`config.mk`:
```
export PLATFORM = sky130hd
export DESIGN_NAME = pipe_ctrl_fsm_flat
export DESIGN_NICKNAME = d
export VERILOG_FILES = /design/src/rtl/pipe_ctrl_pkg.sv /design/src/rtl/pipe_ctrl_fsm_if.sv /design/src/rtl/pipe_ctrl_fsm_branch_eval.sv /design/src/rtl/pipe_ctrl_fsm.sv /design/src/flat_wrapper.sv
export SDC_FILE = /design/constraint.sdc
export NUM_CORES = 1
export LEC_CHECK = 0
export ABC_AREA = 1
export CORE_MARGIN = 2
export CORE_UTILIZATION = 50
export DETAILED_ROUTE_END_ITERATION = 7
export GPL_ROUTABILITY_DRIVEN = 1
export PLACE_DENSITY = 0.85
export SLEW_MARGIN = 0
export SYNTH_ARGS = -nofsm -noshare
export SYNTH_HDL_FRONTEND = slang
export SYNTH_SLANG_ARGS = --single-unit
```
`constraint.sdc`:
```
create_clock -name clk -period 2.2 [get_ports clk]
set_clock_uncertainty 0.05 [all_clocks]
set_input_delay 0.44 -clock clk [delete_from_list [all_inputs] [get_ports clk]]
set_output_delay 0.44 -clock clk [all_outputs]
set_load 0.01 [all_outputs]
```
`src/rtl/pipe_ctrl_pkg.sv`:
```
// Package for the pipeline control sequencer.
// Holds the FSM state codes, the itype encodings, the PC-mux and writeback-mux
// select values, the decoded instr codes of interest and a small decode helper.
package pipe_ctrl_pkg;

  // FSM state codes
  localparam logic [1:0] ST_IDLE  = 2'd0;
  localparam logic [1:0] ST_RUN   = 2'd1;
  localparam logic [1:0] ST_MULW  = 2'd2;
  localparam logic [1:0] ST_FLUSH = 2'd3;

  // itype_ex encodings
  localparam logic [2:0] IT_R = 3'b000;  // R-type and CSR
  localparam logic [2:0] IT_I = 3'b001;  // I-type and jalr
  localparam logic [2:0] IT_U = 3'b010;  // lui
  localparam logic [2:0] IT_B = 3'b011;  // branches
  localparam logic [2:0] IT_J = 3'b100;  // jal

  // PC mux selects
  localparam logic [1:0] PC_SEL_PC4  = 2'b00;
  localparam logic [1:0] PC_SEL_BR   = 2'b01;
  localparam logic [1:0] PC_SEL_JAL  = 2'b10;
  localparam logic [1:0] PC_SEL_JALR = 2'b11;

  // Writeback mux selects
  localparam logic [1:0] WB_SEL_ALU  = 2'b00;
  localparam logic [1:0] WB_SEL_PC4  = 2'b01;
  localparam logic [1:0] WB_SEL_UIMM = 2'b10;
  localparam logic [1:0] WB_SEL_EXT  = 2'b11;  // multiplier or CSR result

  // Decoded instr codes (valid when itype is IT_R)
  localparam logic [3:0] INSTR_MUL   = 4'b0101;
  localparam logic [3:0] INSTR_MULH  = 4'b0110;
  localparam logic [3:0] INSTR_MULHU = 4'b0111;
  localparam logic [3:0] INSTR_CSRRW = 4'b1101;

  // Raw opcodes
  localparam logic [6:0] OPC_JALR  = 7'b1100111;
  localparam logic [6:0] OPC_CSRRW = 7'b1110011;

  function automatic logic is_mul(input logic [3:0] instr);
    return (instr == INSTR_MUL) || (instr == INSTR_MULH) || (instr == INSTR_MULHU);
  endfunction

endpackage

```
`src/rtl/pipe_ctrl_fsm_if.sv`:
```
// Bundle between the EX stage / datapath and the control sequencer.
// Handshake: the multiplier raises mul_ready for one cycle when its result is
// valid; the sequencer only samples it while waiting on a multiply it started
// with the one-cycle mul_start pulse. All other signals are level controls.
//   slave  : the sequencer (consumes EX fields, drives controls)
//   master : the datapath side (drives EX fields, consumes controls)
interface pipe_ctrl_fsm_if;
  logic        valid_ex;
  logic [2:0]  itype_ex;
  logic [3:0]  instr_ex;
  logic [6:0]  opcode_ex;
  logic [2:0]  funct3_ex;
  logic [4:0]  rd_ex;
  logic        alu_zero;
  logic        alu_lt;
  logic        mul_ready;
  logic        pc_en;
  logic [1:0]  pc_sel;
  logic        fetch_flush;
  logic        mul_start;
  logic        rf_we;
  logic [1:0]  wb_sel;
  logic        alu_b_sel;
  logic        csr_we;
  logic        illegal;
  logic        mul_abort;
  logic [31:0] instret;

  modport slave (
    input  valid_ex, itype_ex, instr_ex, opcode_ex, funct3_ex, rd_ex,
           alu_zero, alu_lt, mul_ready,
    output pc_en, pc_sel, fetch_flush, mul_start, rf_we, wb_sel,
           alu_b_sel, csr_we, illegal, mul_abort, instret
  );

  modport master (
    output valid_ex, itype_ex, instr_ex, opcode_ex, funct3_ex, rd_ex,
           alu_zero, alu_lt, mul_ready,
    input  pc_en, pc_sel, fetch_flush, mul_start, rf_we, wb_sel,
           alu_b_sel, csr_we, illegal, mul_abort, instret
  );
endinterface

```
`src/rtl/pipe_ctrl_fsm_branch_eval.sv`:
```
// Branch condition evaluator (combinational).
// Ports: funct3 (branch condition), alu_zero, alu_lt -> taken, bad_funct3.
// beq uses alu_zero; blt/bltu use alu_lt; bge/bgeu use !alu_lt.
// funct3 001/010/011 are not supported and flag bad_funct3.
module branch_eval (
  input  logic [2:0] funct3,
  input  logic       alu_zero,
  input  logic       alu_lt,
  output logic       taken,
  output logic       bad_funct3
);
  always_comb begin
    taken      = 1'b0;
    bad_funct3 = 1'b0;
    case (funct3)
      3'b000:         taken = alu_zero;
      3'b100, 3'b110: taken = alu_lt;
      3'b101, 3'b111: taken = ~alu_lt;
      default:        bad_funct3 = 1'b1;
    endcase
  end
endmodule

```
`src/rtl/pipe_ctrl_fsm.sv`:
```
// Control sequencer for the 3-stage RV32 core.
// Ports: clk, rst (synchronous, active-high), bus (slave side of
// pipe_ctrl_fsm_if: EX-stage fields in, datapath controls out), fsm_state
// (current FSM state, observation only).
// All controls are combinational from state and EX inputs; state, timers,
// instret and mul_abort are registered.
module pipe_ctrl_fsm
  import pipe_ctrl_pkg::*;
#(
  parameter int MUL_TIMEOUT  = 16,
  parameter int FLUSH_CYCLES = 1
) (
  input  logic             clk,
  input  logic             rst,
  pipe_ctrl_fsm_if.slave   bus,
  output logic [1:0]       fsm_state
);
  localparam int TW = $clog2(MUL_TIMEOUT + 1);
  localparam int FW = $clog2(FLUSH_CYCLES + 1);
  localparam logic [TW-1:0] TIMER_LAST = TW'(MUL_TIMEOUT - 1);
  localparam logic [FW-1:0] FLUSH_LAST = FW'(FLUSH_CYCLES - 1);

  logic [1:0]    state_q, state_n;
  logic [TW-1:0] timer_q;
  logic [FW-1:0] flush_q;
  logic [31:0]   instret_q;
  logic          abort_q;
  logic          retire, abort_set;
  logic          br_taken, br_bad;
  logic          rd_nz;

  assign rd_nz     = |bus.rd_ex;
  assign fsm_state = state_q;

  branch_eval u_branch_eval (
    .funct3     (bus.funct3_ex),
    .alu_zero   (bus.alu_zero),
    .alu_lt     (bus.alu_lt),
    .taken      (br_taken),
    .bad_funct3 (br_bad)
  );

  // Registered outputs read as zero while reset is held.
  assign bus.mul_abort = abort_q & ~rst;
  assign bus.instret   = rst ? 32'd0 : instret_q;

  always_comb begin
    bus.pc_en       = 1'b0;
    bus.pc_sel      = PC_SEL_PC4;
    bus.fetch_flush = 1'b0;
    bus.mul_start   = 1'b0;
    bus.rf_we       = 1'b0;
    bus.wb_sel      = WB_SEL_ALU;
    bus.alu_b_sel   = 1'b0;
    bus.csr_we      = 1'b0;
    bus.illegal     = 1'b0;
    state_n         = state_q;
    retire          = 1'b0;
    abort_set       = 1'b0;
    if (!rst) begin
      case (state_q)
        ST_IDLE: state_n = ST_RUN;
        ST_RUN: begin
          bus.pc_en = 1'b1;
          if (bus.valid_ex) begin
            case (bus.itype_ex)
              IT_R: begin
                if (is_mul(bus.instr_ex)) begin
                  // Hold the PC until the multiplier answers or times out.
                  bus.mul_start = 1'b1;
                  bus.pc_en     = 1'b0;
                  state_n       = ST_MULW;
                end else begin
                  bus.rf_we = rd_nz;
                  retire    = 1'b1;
                  if (bus.instr_ex == INSTR_CSRRW) begin
                    bus.wb_sel = WB_SEL_EXT;
                    bus.csr_we = 1'b1;
                  end
                end
              end
              IT_I: begin
                bus.alu_b_sel = 1'b1;
                bus.rf_we     = rd_nz;
                retire        = 1'b1;
                if (bus.opcode_ex == OPC_JALR) begin
                  bus.pc_sel      = PC_SEL_JALR;
                  bus.wb_sel      = WB_SEL_PC4;
                  bus.fetch_flush = 1'b1;
                  state_n         = ST_FLUSH;
                end
              end
              IT_U: begin
                bus.rf_we  = rd_nz;
                bus.wb_sel = WB_SEL_UIMM;
                retire     = 1'b1;
              end
              IT_B: begin
                if (br_bad) begin
                  bus.illegal = 1'b1;
                end else begin
                  retire = 1'b1;
                  if (br_taken) begin
                    bus.pc_sel      = PC_SEL_BR;
                    bus.fetch_flush = 1'b1;
                    state_n         = ST_FLUSH;
                  end
                end
              end
              IT_J: begin
                bus.pc_sel      = PC_SEL_JAL;
                bus.rf_we       = rd_nz;
                bus.wb_sel      = WB_SEL_PC4;
                bus.fetch_flush = 1'b1;
                retire          = 1'b1;
                state_n         = ST_FLUSH;
              end
              default: bus.illegal = 1'b1;
            endcase
          end
        end
        ST_MULW: begin
          if (bus.mul_ready) begin
            bus.pc_en  = 1'b1;
            bus.rf_we  = rd_nz;
            bus.wb_sel = WB_SEL_EXT;
            retire     = 1'b1;
            state_n    = ST_RUN;
          end else if (timer_q == TIMER_LAST) begin
            // Give up on this multiply: skip it without writing or retiring.
            bus.pc_en = 1'b1;
            abort_set = 1'b1;
            state_n   = ST_RUN;
          end
        end
        ST_FLUSH: begin
          bus.pc_en = 1'b1;
          if (flush_q == FLUSH_LAST) state_n = ST_RUN;
        end
        default: state_n = ST_IDLE;
      endcase
    end
  end

  always_ff @(posedge clk) begin
    if (rst) begin
      state_q   <= ST_IDLE;
      timer_q   <= '0;
      flush_q   <= '0;
      instret_q <= 32'd0;
      abort_q   <= 1'b0;
    end else begin
      state_q <= state_n;
      // Counters run only while in their state, so each entry starts at 0.
      timer_q <= (state_q == ST_MULW)  ? timer_q + TW'(1) : '0;
      flush_q <= (state_q == ST_FLUSH) ? flush_q + FW'(1) : '0;
      if (retire)    instret_q <= instret_q + 32'd1;
      if (abort_set) abort_q   <= 1'b1;
    end
  end

endmodule

```
`src/flat_wrapper.sv`:
```
// flat-port wrapper written by rule: the top's interface ports become plain ports
module pipe_ctrl_fsm_flat import pipe_ctrl_pkg::*;
#(
  parameter int MUL_TIMEOUT  = 16,
  parameter int FLUSH_CYCLES = 1
)
  (clk, rst, fsm_state, bus_valid_ex, bus_itype_ex, bus_instr_ex, bus_opcode_ex, bus_funct3_ex, bus_rd_ex, bus_alu_zero, bus_alu_lt, bus_mul_ready, bus_pc_en, bus_pc_sel, bus_fetch_flush, bus_mul_start, bus_rf_we, bus_wb_sel, bus_alu_b_sel, bus_csr_we, bus_illegal, bus_mul_abort, bus_instret);
  pipe_ctrl_fsm_if bus_i ();
  input  logic clk;
  input  logic rst;
  output logic [1:0] fsm_state;
  input wire logic [$bits(bus_i.valid_ex)-1:0] bus_valid_ex;
  input wire logic [$bits(bus_i.itype_ex)-1:0] bus_itype_ex;
  input wire logic [$bits(bus_i.instr_ex)-1:0] bus_instr_ex;
  input wire logic [$bits(bus_i.opcode_ex)-1:0] bus_opcode_ex;
  input wire logic [$bits(bus_i.funct3_ex)-1:0] bus_funct3_ex;
  input wire logic [$bits(bus_i.rd_ex)-1:0] bus_rd_ex;
  input wire logic [$bits(bus_i.alu_zero)-1:0] bus_alu_zero;
  input wire logic [$bits(bus_i.alu_lt)-1:0] bus_alu_lt;
  input wire logic [$bits(bus_i.mul_ready)-1:0] bus_mul_ready;
  output wire logic [$bits(bus_i.pc_en)-1:0] bus_pc_en;
  output wire logic [$bits(bus_i.pc_sel)-1:0] bus_pc_sel;
  output wire logic [$bits(bus_i.fetch_flush)-1:0] bus_fetch_flush;
  output wire logic [$bits(bus_i.mul_start)-1:0] bus_mul_start;
  output wire logic [$bits(bus_i.rf_we)-1:0] bus_rf_we;
  output wire logic [$bits(bus_i.wb_sel)-1:0] bus_wb_sel;
  output wire logic [$bits(bus_i.alu_b_sel)-1:0] bus_alu_b_sel;
  output wire logic [$bits(bus_i.csr_we)-1:0] bus_csr_we;
  output wire logic [$bits(bus_i.illegal)-1:0] bus_illegal;
  output wire logic [$bits(bus_i.mul_abort)-1:0] bus_mul_abort;
  output wire logic [$bits(bus_i.instret)-1:0] bus_instret;
  assign bus_i.valid_ex = bus_valid_ex;
  assign bus_i.itype_ex = bus_itype_ex;
  assign bus_i.instr_ex = bus_instr_ex;
  assign bus_i.opcode_ex = bus_opcode_ex;
  assign bus_i.funct3_ex = bus_funct3_ex;
  assign bus_i.rd_ex = bus_rd_ex;
  assign bus_i.alu_zero = bus_alu_zero;
  assign bus_i.alu_lt = bus_alu_lt;
  assign bus_i.mul_ready = bus_mul_ready;
  assign bus_pc_en = bus_i.pc_en;
  assign bus_pc_sel = bus_i.pc_sel;
  assign bus_fetch_flush = bus_i.fetch_flush;
  assign bus_mul_start = bus_i.mul_start;
  assign bus_rf_we = bus_i.rf_we;
  assign bus_wb_sel = bus_i.wb_sel;
  assign bus_alu_b_sel = bus_i.alu_b_sel;
  assign bus_csr_we = bus_i.csr_we;
  assign bus_illegal = bus_i.illegal;
  assign bus_mul_abort = bus_i.mul_abort;
  assign bus_instret = bus_i.instret;
  pipe_ctrl_fsm #(.MUL_TIMEOUT(MUL_TIMEOUT), .FLUSH_CYCLES(FLUSH_CYCLES)) u_core (.clk(clk), .rst(rst), .bus(bus_i), .fsm_state(fsm_state));
endmodule
```
==> results.md <==
- Using the TritonRoute via totals, the vias-per-cell ratio works out to 5.22.
- The number of placement rows is 28.
- The initial core utilization is 0.521.
- Before antenna repair, the detailed router went through 5 iterations.
- The final antenna diode count is 0.
- The TritonCTS sink count is 41.
- The final clock period utilization by the worst path is 0.984.
- The detail route stage leaves a number of antenna-violating nets equal to 0.
- The worst setup path is launched from a flop.
- The category of the critical setup timing path is reg2out.
- The analysis attributes to cell leakage a power of 1.75 nW.
- The max-slew violation count is 0.
- After synthesis, the share of flip-flops with an asynchronous set or reset is 0.
- The flow ran to the end, and the final reports show no timing, DRC or antenna violations.
- The longest clock path from root to sink contains 2 buffers.
- For this block, the routed nets add up to 9550 um of wire.
- The overall global routing resource usage is 0.293.
- In this run, synthesis inferred 0 flip-flops with an integrated enable.
- The worst slew slack as a fraction of its limit is 0.734.
- The CTS clock-pin slew for the worst setup and hold paths is 0.09 ns.
- The flip-flop and latch count after synthesis is 41.
- The area share of the largest cell type after synthesis is 0.265.
- The worst path required time is 1.71 ns.
- 74 I/O pins were placed.
- The number of max-capacitance violations reported is 0.
- Static timing analysis puts the maximum clock frequency at 462 MHz.
- The port buffer count is 73.
- In this run, post-CTS hold repair placed 0 buffers.
- The clock latency on the worst-skew pair is 0.30 ns.
- The initial antenna violation count is 0.
- At the worst endpoint, the arrival time is 1.67 ns.
- STA classifies the critical path endpoint as an output port.
- The maximum number of pins on one net before global-route repair is 35.
- Setup repair after global routing could not meet its margin everywhere.
- After detailed routing, the average wire length per cell comes to 13.0 um.
- Setup violations remaining at the end of the flow were counted as 0.
- On the final layout, the worst hold slack is 0.373 ns.
- Yosys printed 0 warnings.
- The floorplan step defined a die boundary enclosing 6850 um^2.
- The global-route wire length before repair is 15600 um.
- The most area-hungry cell type in the Yosys netlist is sky130_fd_sc_hd__dfxtp_1.
- The count of different cell masters after synthesis is 29.
- The worst hold path belongs to the class reg2reg.
- In the post-synthesis netlist, the biggest area contributors are sky130_fd_sc_hd__dfxtp_1 (26%), sky130_fd_sc_hd__nand2_1 (21%), sky130_fd_sc_hd__nor2_1 (14%).
- The largest fanout on the critical path is 2.
- The detailed-route DRC error count is 0.
- The number of global-route vias before repair is 3537.
- The layout has 537 filler cells.
- In the final layout, the share of cells above drive strength 1 is 0.169.
- For this block, the initial DRC count from the detailed router was 261.
- The final-stage net count is 691.
- The root buffer cell is sky130_fd_sc_hd__clkbuf_8.
- The number of nets in the synthesized netlist is 584.
- The final total negative setup slack is 0 ns.
- Synthesis handed over a netlist of 549 instances.
- After layout, the minimum clock period comes to 2.16 ns.
- The die width is 82.8 um.
- The primary flip-flop cell chosen by synthesis mapping is sky130_fd_sc_hd__dfxtp_1.
- For this run, the register share of the synthesized area comes to 0.265.
- The half-perimeter wire length of the detailed placement result is 7100 um.
- Relative to the synthesized area, the layout overhead comes to 39.9%.
- The total number of vias is 3821.
- The clock tree from TritonCTS is built.
- The clock buffer count from CTS is 5.
- The vertical die dimension is 82.8 um.
- The count of final hold-check violations is 0.
- At the pin with the least slew margin, the transition time is 0.397 ns.
- The H-tree was split into 2 levels.
- The power density normalized to cell area is 427 nW/um^2.
- After floorplanning, the core was sized to cover 5960 um^2.
- For this run the aggregate overflow at the end of global routing stands at 0.
- The worst IR drop on VDD is 0.000373 V.
- A synthesized cell averages 5.65 um^2.
- The netlist area before placement is 3100 um^2.
- Routability-driven placement finished with a final weighted congestion of 0.920.
cell type report:
| class | instances | area (um^2) | area share |
|---|---|---|---|
| multi-input cells | 427 | 2050 | 0.471 |
| repair buffers | 118 | 1040 | 0.241 |
| flip-flops and latches | 41 | 823 | 0.190 |
| inverters | 63 | 236 | 0.0545 |
| well taps | 75 | 93.8 | 0.0216 |
| clock buffers | 6 | 82.6 | 0.0190 |
| clock inverters | 2 | 13.8 | 0.00317 |
synth_stat cells (2+ instances only):
library cell / count
sky130_fd_sc_hd__buf_4: 3
sky130_fd_sc_hd__dfxtp_1: 41
sky130_fd_sc_hd__a21oi_1: 38
sky130_fd_sc_hd__clkbuf_1: 5
sky130_fd_sc_hd__inv_1: 61
sky130_fd_sc_hd__o21ai_0: 4
sky130_fd_sc_hd__nor2_1: 112
sky130_fd_sc_hd__nand2_4: 2
sky130_fd_sc_hd__xor2_1: 15
sky130_fd_sc_hd__ha_1: 7
sky130_fd_sc_hd__nor2_2: 4
sky130_fd_sc_hd__nand2_1: 171
sky130_fd_sc_hd__buf_6: 4
sky130_fd_sc_hd__nand2_2: 3
sky130_fd_sc_hd__buf_1: 2
sky130_fd_sc_hd__nand4_1: 2
sky130_fd_sc_hd__buf_2: 3
sky130_fd_sc_hd__nand3_1: 60
sky130_fd_sc_hd__inv_2: 2
critical path, stage by stage (launching register included):
cell,delay [ns]
sky130_fd_sc_hd__dfxtp_2,0.36
sky130_fd_sc_hd__ha_4,0.14
sky130_fd_sc_hd__nand2_2,0.06
sky130_fd_sc_hd__nor2_2,0.08
sky130_fd_sc_hd__ha_2,0.19
sky130_fd_sc_hd__inv_2,0.04
sky130_fd_sc_hd__nand2_2,0.06
sky130_fd_sc_hd__a21oi_2,0.05
sky130_fd_sc_hd__a211oi_2,0.20
sky130_fd_sc_hd__buf_2,0.18
path summary, 6_finish.rpt:
path                            slack, ns                start             endpoint  depth (start not counted)
worst max-delay path                 0.04    u_core.timer_q[1]            bus_pc_en                          9
worst min-delay path                 0.37       u_core.flush_q       u_core.flush_q                          1
worst max register to register       0.35  u_core.fsm_state[0]  u_core.instret_q[8]                          7
worst min register to register       0.37       u_core.flush_q       u_core.flush_q                          1
through the flow:
stage / power (mW) / setup slack [ns] / util / cell area, um^2 / std cells
after floorplan: 1.07 / 0.406 / - / 3100 / 549
after global placement: 1.29 / -0.533 / 0.685 / 4080 / 710
after detailed placement: 1.29 / -0.607 / 0.685 / 4080 / 710
after CTS: 1.82 / -0.0256 / 0.714 / 4250 / 729
after global routing: 1.94 / -0.0808 / 0.729 / 4340 / 732
final: 1.85 / 0.0361 / 0.729 / 4340 / 732
logic make-up (layout without fill, tap and decap cells):
family,Yosys count,in the layout,synth area share
flops,41,41,0.265
simple gates,358,358,0.473
compound gates,47,47,0.0786
xor+xnor,15,15,0.0423
buf+inv,81,189,0.113
fa+ha+maj,7,7,0.0282
placed cells by master, fill, tap and decap left out, drive strengths merged:
| cell | count |
|---|---|
| a211oi | 1 |
| clkbuf | 14 |
| ha | 7 |
| dlygate4sd2 | 2 |
| nor2 | 116 |
| a21oi | 38 |
| o22ai | 1 |
| nor3b | 1 |
| or3 | 1 |
| nand2 | 176 |
| nand3 | 60 |
| or2 | 1 |
| o31ai | 1 |
| o21ai | 5 |
| o21bai | 1 |
| dlymetal6s2s | 5 |
| nand3b | 1 |
| dfxtp | 41 |
| xor2 | 15 |
| nand4 | 2 |
| inv | 63 |
| clkdlybuf4s50 | 47 |
| clkdlybuf4s15 | 3 |
| clkinv | 2 |
| buf | 53 |
sequential cells by signal (all words and copies together) (netlist names):
signal / cells
u_core.abort_q: 1
u_core.flush_q: 1
u_core.fsm_state: 2
u_core.instret_q: 32
u_core.timer_q: 5
per-layer routing:
| metal | part of all wire | up-vias | track usage |
|---|---|---|---|
| li1 | - | 1924 | - |
| met1 | 0.42 | 1726 | 0.362 |
| met2 | 0.49 | 139 | 0.506 |
| met3 | 0.057 | 32 | 0.0519 |
| met4 | 0.033 | 0 | 0.113 |
| met5 | 0 | - | 0 |
timing repair:
action                                  CTS  global route
endpoints found under the setup margin   11            13
setup buffers                            12             3
pin swaps                                14            22
resized for setup                        59            49
report_power, final:
group / leakage, nW / total, mW / switching, mW / internal, mW
clock: 0.0512 / 0.545 / 0.290 / 0.255
combinational: 1.37 / 0.537 / 0.324 / 0.214
sequential: 0.332 / 0.771 / 0.0137 / 0.757
(Power assumes the default switching activity.)
==> variant, RTL diff (same settings) <==
`MUL_TIMEOUT` is set to 16 in 2 places; all go to 32.
--- a/src/rtl/pipe_ctrl_fsm.sv
+++ b/src/rtl/pipe_ctrl_fsm.sv
@@ -9,3 +9,3 @@
 #(
-  parameter int MUL_TIMEOUT  = 16,
+  parameter int MUL_TIMEOUT  = 32,
   parameter int FLUSH_CYCLES = 1
--- a/src/flat_wrapper.sv
+++ b/src/flat_wrapper.sv
@@ -3,3 +3,3 @@
 #(
-  parameter int MUL_TIMEOUT  = 16,
+  parameter int MUL_TIMEOUT  = 32,
   parameter int FLUSH_CYCLES = 1
Function: no difference found for any inputs over 4 cycles, from zero or initial values and one cycle with rst high; that may be too few to reach the edited logic, so the function may still have changed.
==> variant against the unedited design <==
Die area increased by 2.2%. Sequential power increased by 2.6%. Synthesized area increased by 2.3%. Final area decreased by 0.43%. Routed wire length decreased by 0.26%. Sequential cell count increased by 1. Power increased by 1.4%. Clock power increased by 2%. Utilization decreased by 3.6 points. Sequential share of layout area increased by 0.55 points. Non-clock buffer count decreased by 6. Worst setup slack got worse by 0.018 ns. Critical endpoint is now bus_wb_sel[0]. Largest cell class unchanged. Highest routed layer unchanged.
==> variant: results (changes against the unedited design) <==
----------------------------------------------------
[Status]
  Run status ... finished clean

[Global route]
  Routing usage on met2 ... 0.473 (-0.0329)
  Antenna violations before repair ... 0 (unchanged)
  Vias in the first global route ... 3670 (+3.8%)
  GR Layer Usage met1 ... 0.334 (-0.0290)
  GRT Util Overall ... 0.277 (-0.0160)
  Maximum number of pins on one net before global-route repair ... 40 (+14%)
  Met3 usage in global routing ... 0.0465 (-0.00546)
  Global-route wire length before repair ... 16200 um (+3.9%)

[Final layout]
  Largest register FFs ... 32 (unchanged)
  Filler instances ... 535 (-0.37%)
  NumNets Final ... 694 (+0.43%)
  Fraction of layout cells with a size suffix above 1 ... 0.157 (-0.0116)
  Register with the highest flop count ... u_core.instret_q
  Antenna fix cells ... 0 (unchanged)

[Route]
  Count of nets left with antenna violations after detail routing ... 0 (unchanged)
  Detailed Route Iter0 Violations ... 308 (+18%)
  Via Count ... 3897 (+2.0%)
  Pre-antenna DRT Iters ... 6 (+1)
  Wirelength per Cell ... 12.9 um (-1.1%)

[Power and ir drop]
  Clock power frac ... 0.297 (+0.003)
  Power drawn by the sequential cells ... 0.791 mW (+2.6%)
  Worst vdd ir ... 0.420 mV (+13%)
  Internal Power ... 1.22 mW (-0.36%)
  P_leak ... 1.75 nW (+0.21%)

[Clocking]
  Worst-path clk slew ... 0.08 ns
  Root Buffer ... sky130_fd_sc_hd__clkbuf_8
  Bufs on Longest Clock Path ... 2 (unchanged)
  Clk Latency, worst-skew pair ... 0.31 ns
  CTS buffer count ... 5 (unchanged)
  Deepest level of the CTS H-tree ... 2 (unchanged)

[Placement]
  Weighted congestion reported at the end of routability-driven placement ... 0.991 (+7.7%)
  Setup slack at placement ... -0.566 ns (+0.0409 ns)
  # port buffers ... 73 (unchanged)
  Dpl hpwl ... 7060 um (-0.51%)

[Worst hold path]
  Min-Delay Path Class ... in2reg

[Setup path]
  Slowest stage cell on the critical path ... sky130_fd_sc_hd__dlygate4sd2_1
  Largest stage delay on the critical path ... 0.25 ns (-0.11 ns)
  Family with the most delay on the worst path ... buffers and inverters
  Arrival time reported for the critical path endpoint ... 1.69 ns (+0.02 ns)
  CP max FO ... 4 (+2)

[STA]
  Slew @ Worst Pin ... 0.372 ns (-0.0248 ns)

[Logic synthesis]
  Post-synthesis net count ... 592 (+1.4%)
  Top area cells in the synthesized netlist ... sky130_fd_sc_hd__dfxtp_1 (26%), sky130_fd_sc_hd__nand2_1 (20%), sky130_fd_sc_hd__nor2_1 (13%)
  Most instantiated cells after synthesis ... sky130_fd_sc_hd__nand2_1 (170), sky130_fd_sc_hd__nor2_1 (108), sky130_fd_sc_hd__inv_1 (65), sky130_fd_sc_hd__nand3_1 (58), sky130_fd_sc_hd__dfxtp_1 (42)
  Count of different cell masters after synthesis ... 26 (-10%)
  Async set-reset flop share out of synthesis ... 0 (unchanged)
  Number of warnings issued by yosys ... 0 (unchanged)
  Sequential area share after synthesis ... 0.265 (+0.000364)
  Most frequently used flop master after synthesis ... sky130_fd_sc_hd__dfxtp_1

----------------------------------------------------
[variant: changes by cell type in the layout (fill, tap and decap cells not counted), moves of 3 or more]
| cell | unedited run | this run |
|---|---|---|
| sky130_fd_sc_hd__nor3_1 | 0 | 3 |
| sky130_fd_sc_hd__clkbuf_2 | 8 | 4 |
| sky130_fd_sc_hd__nand2_2 | 6 | 10 |
| sky130_fd_sc_hd__dlygate4sd2_1 | 2 | 5 |
| sky130_fd_sc_hd__o21ai_0 | 1 | 4 |
| sky130_fd_sc_hd__inv_1 | 58 | 63 |
| sky130_fd_sc_hd__nor2_1 | 106 | 102 |
| sky130_fd_sc_hd__nor2_2 | 8 | 12 |
[variant: cells by family (layout without fill, tap and decap cells)]
logic type	after synthesis	after routing	share of synthesized area
fa+ha+maj	6	6	0.0236
compound gates	49	49	0.0784
buf+inv	84	187	0.114
flops	42	42	0.265
xor+xnor	16	16	0.0441
simple gates	361	361	0.475
[variant: cell type report]
class / instances / area [sq um] / share of cell area
tap: 77 / 96.3 / 0.0223
inverter: 67 / 251 / 0.0582
sequential: 42 / 843 / 0.195
clock buffer: 5 / 68.8 / 0.0159
clock inverter: 3 / 28.8 / 0.00666
multi-input combinational: 432 / 2050 / 0.475
timing repair buffer: 112 / 980 / 0.227
[variant: path summary, 6_finish.rpt]
| kind | start | cells after the start | endpoint | slack (ns) |
|---|---|---|---|---|
| hold reg to reg | u_core.flush_q | 1 | u_core.flush_q | 0.38 |
| hold / removal | rst | 2 | u_core.fsm_state[1] | 0.38 |
| setup reg to reg | u_core.fsm_state[1] | 10 | u_core.instret_q[11] | 0.36 |
| setup / recovery | bus_itype_ex[2] | 10 | bus_wb_sel[0] | 0.02 |
[variant: layer usage]
layer  share of wire  vias up
met1            0.39     1751
met5               0        -
met3           0.066       33
met4           0.039        0
met2            0.50      180
li1                -     1933
[variant: stage by stage]
| step | area [sq um] | util | instances | hold slack (ns) | total power [mW] |
|---|---|---|---|---|---|
| 3_5_place_dp | 4140 | 0.663 | 723 | 0.368 | 1.31 |
| 3_3_place_gp | 4140 | 0.663 | 723 | 0.359 | 1.29 |
| 5_1_grt | 4320 | 0.693 | 738 | 0.389 | 1.97 |
| 2_1_floorplan | 3170 | - | 558 | 0.346 | 1.09 |
| 6_report | 4320 | 0.693 | 738 | 0.377 | 1.88 |
| 4_1_cts | 4270 | 0.684 | 737 | 0.380 | 1.86 |
[variant: timing repair]
| action | in CTS | in global routing |
|---|---|---|
| gates resized for setup | 53 | 38 |
| buffers inserted | 6 | 1 |
| pin swaps | 10 | 14 |
| endpoints found under the setup margin | 11 | 12 |
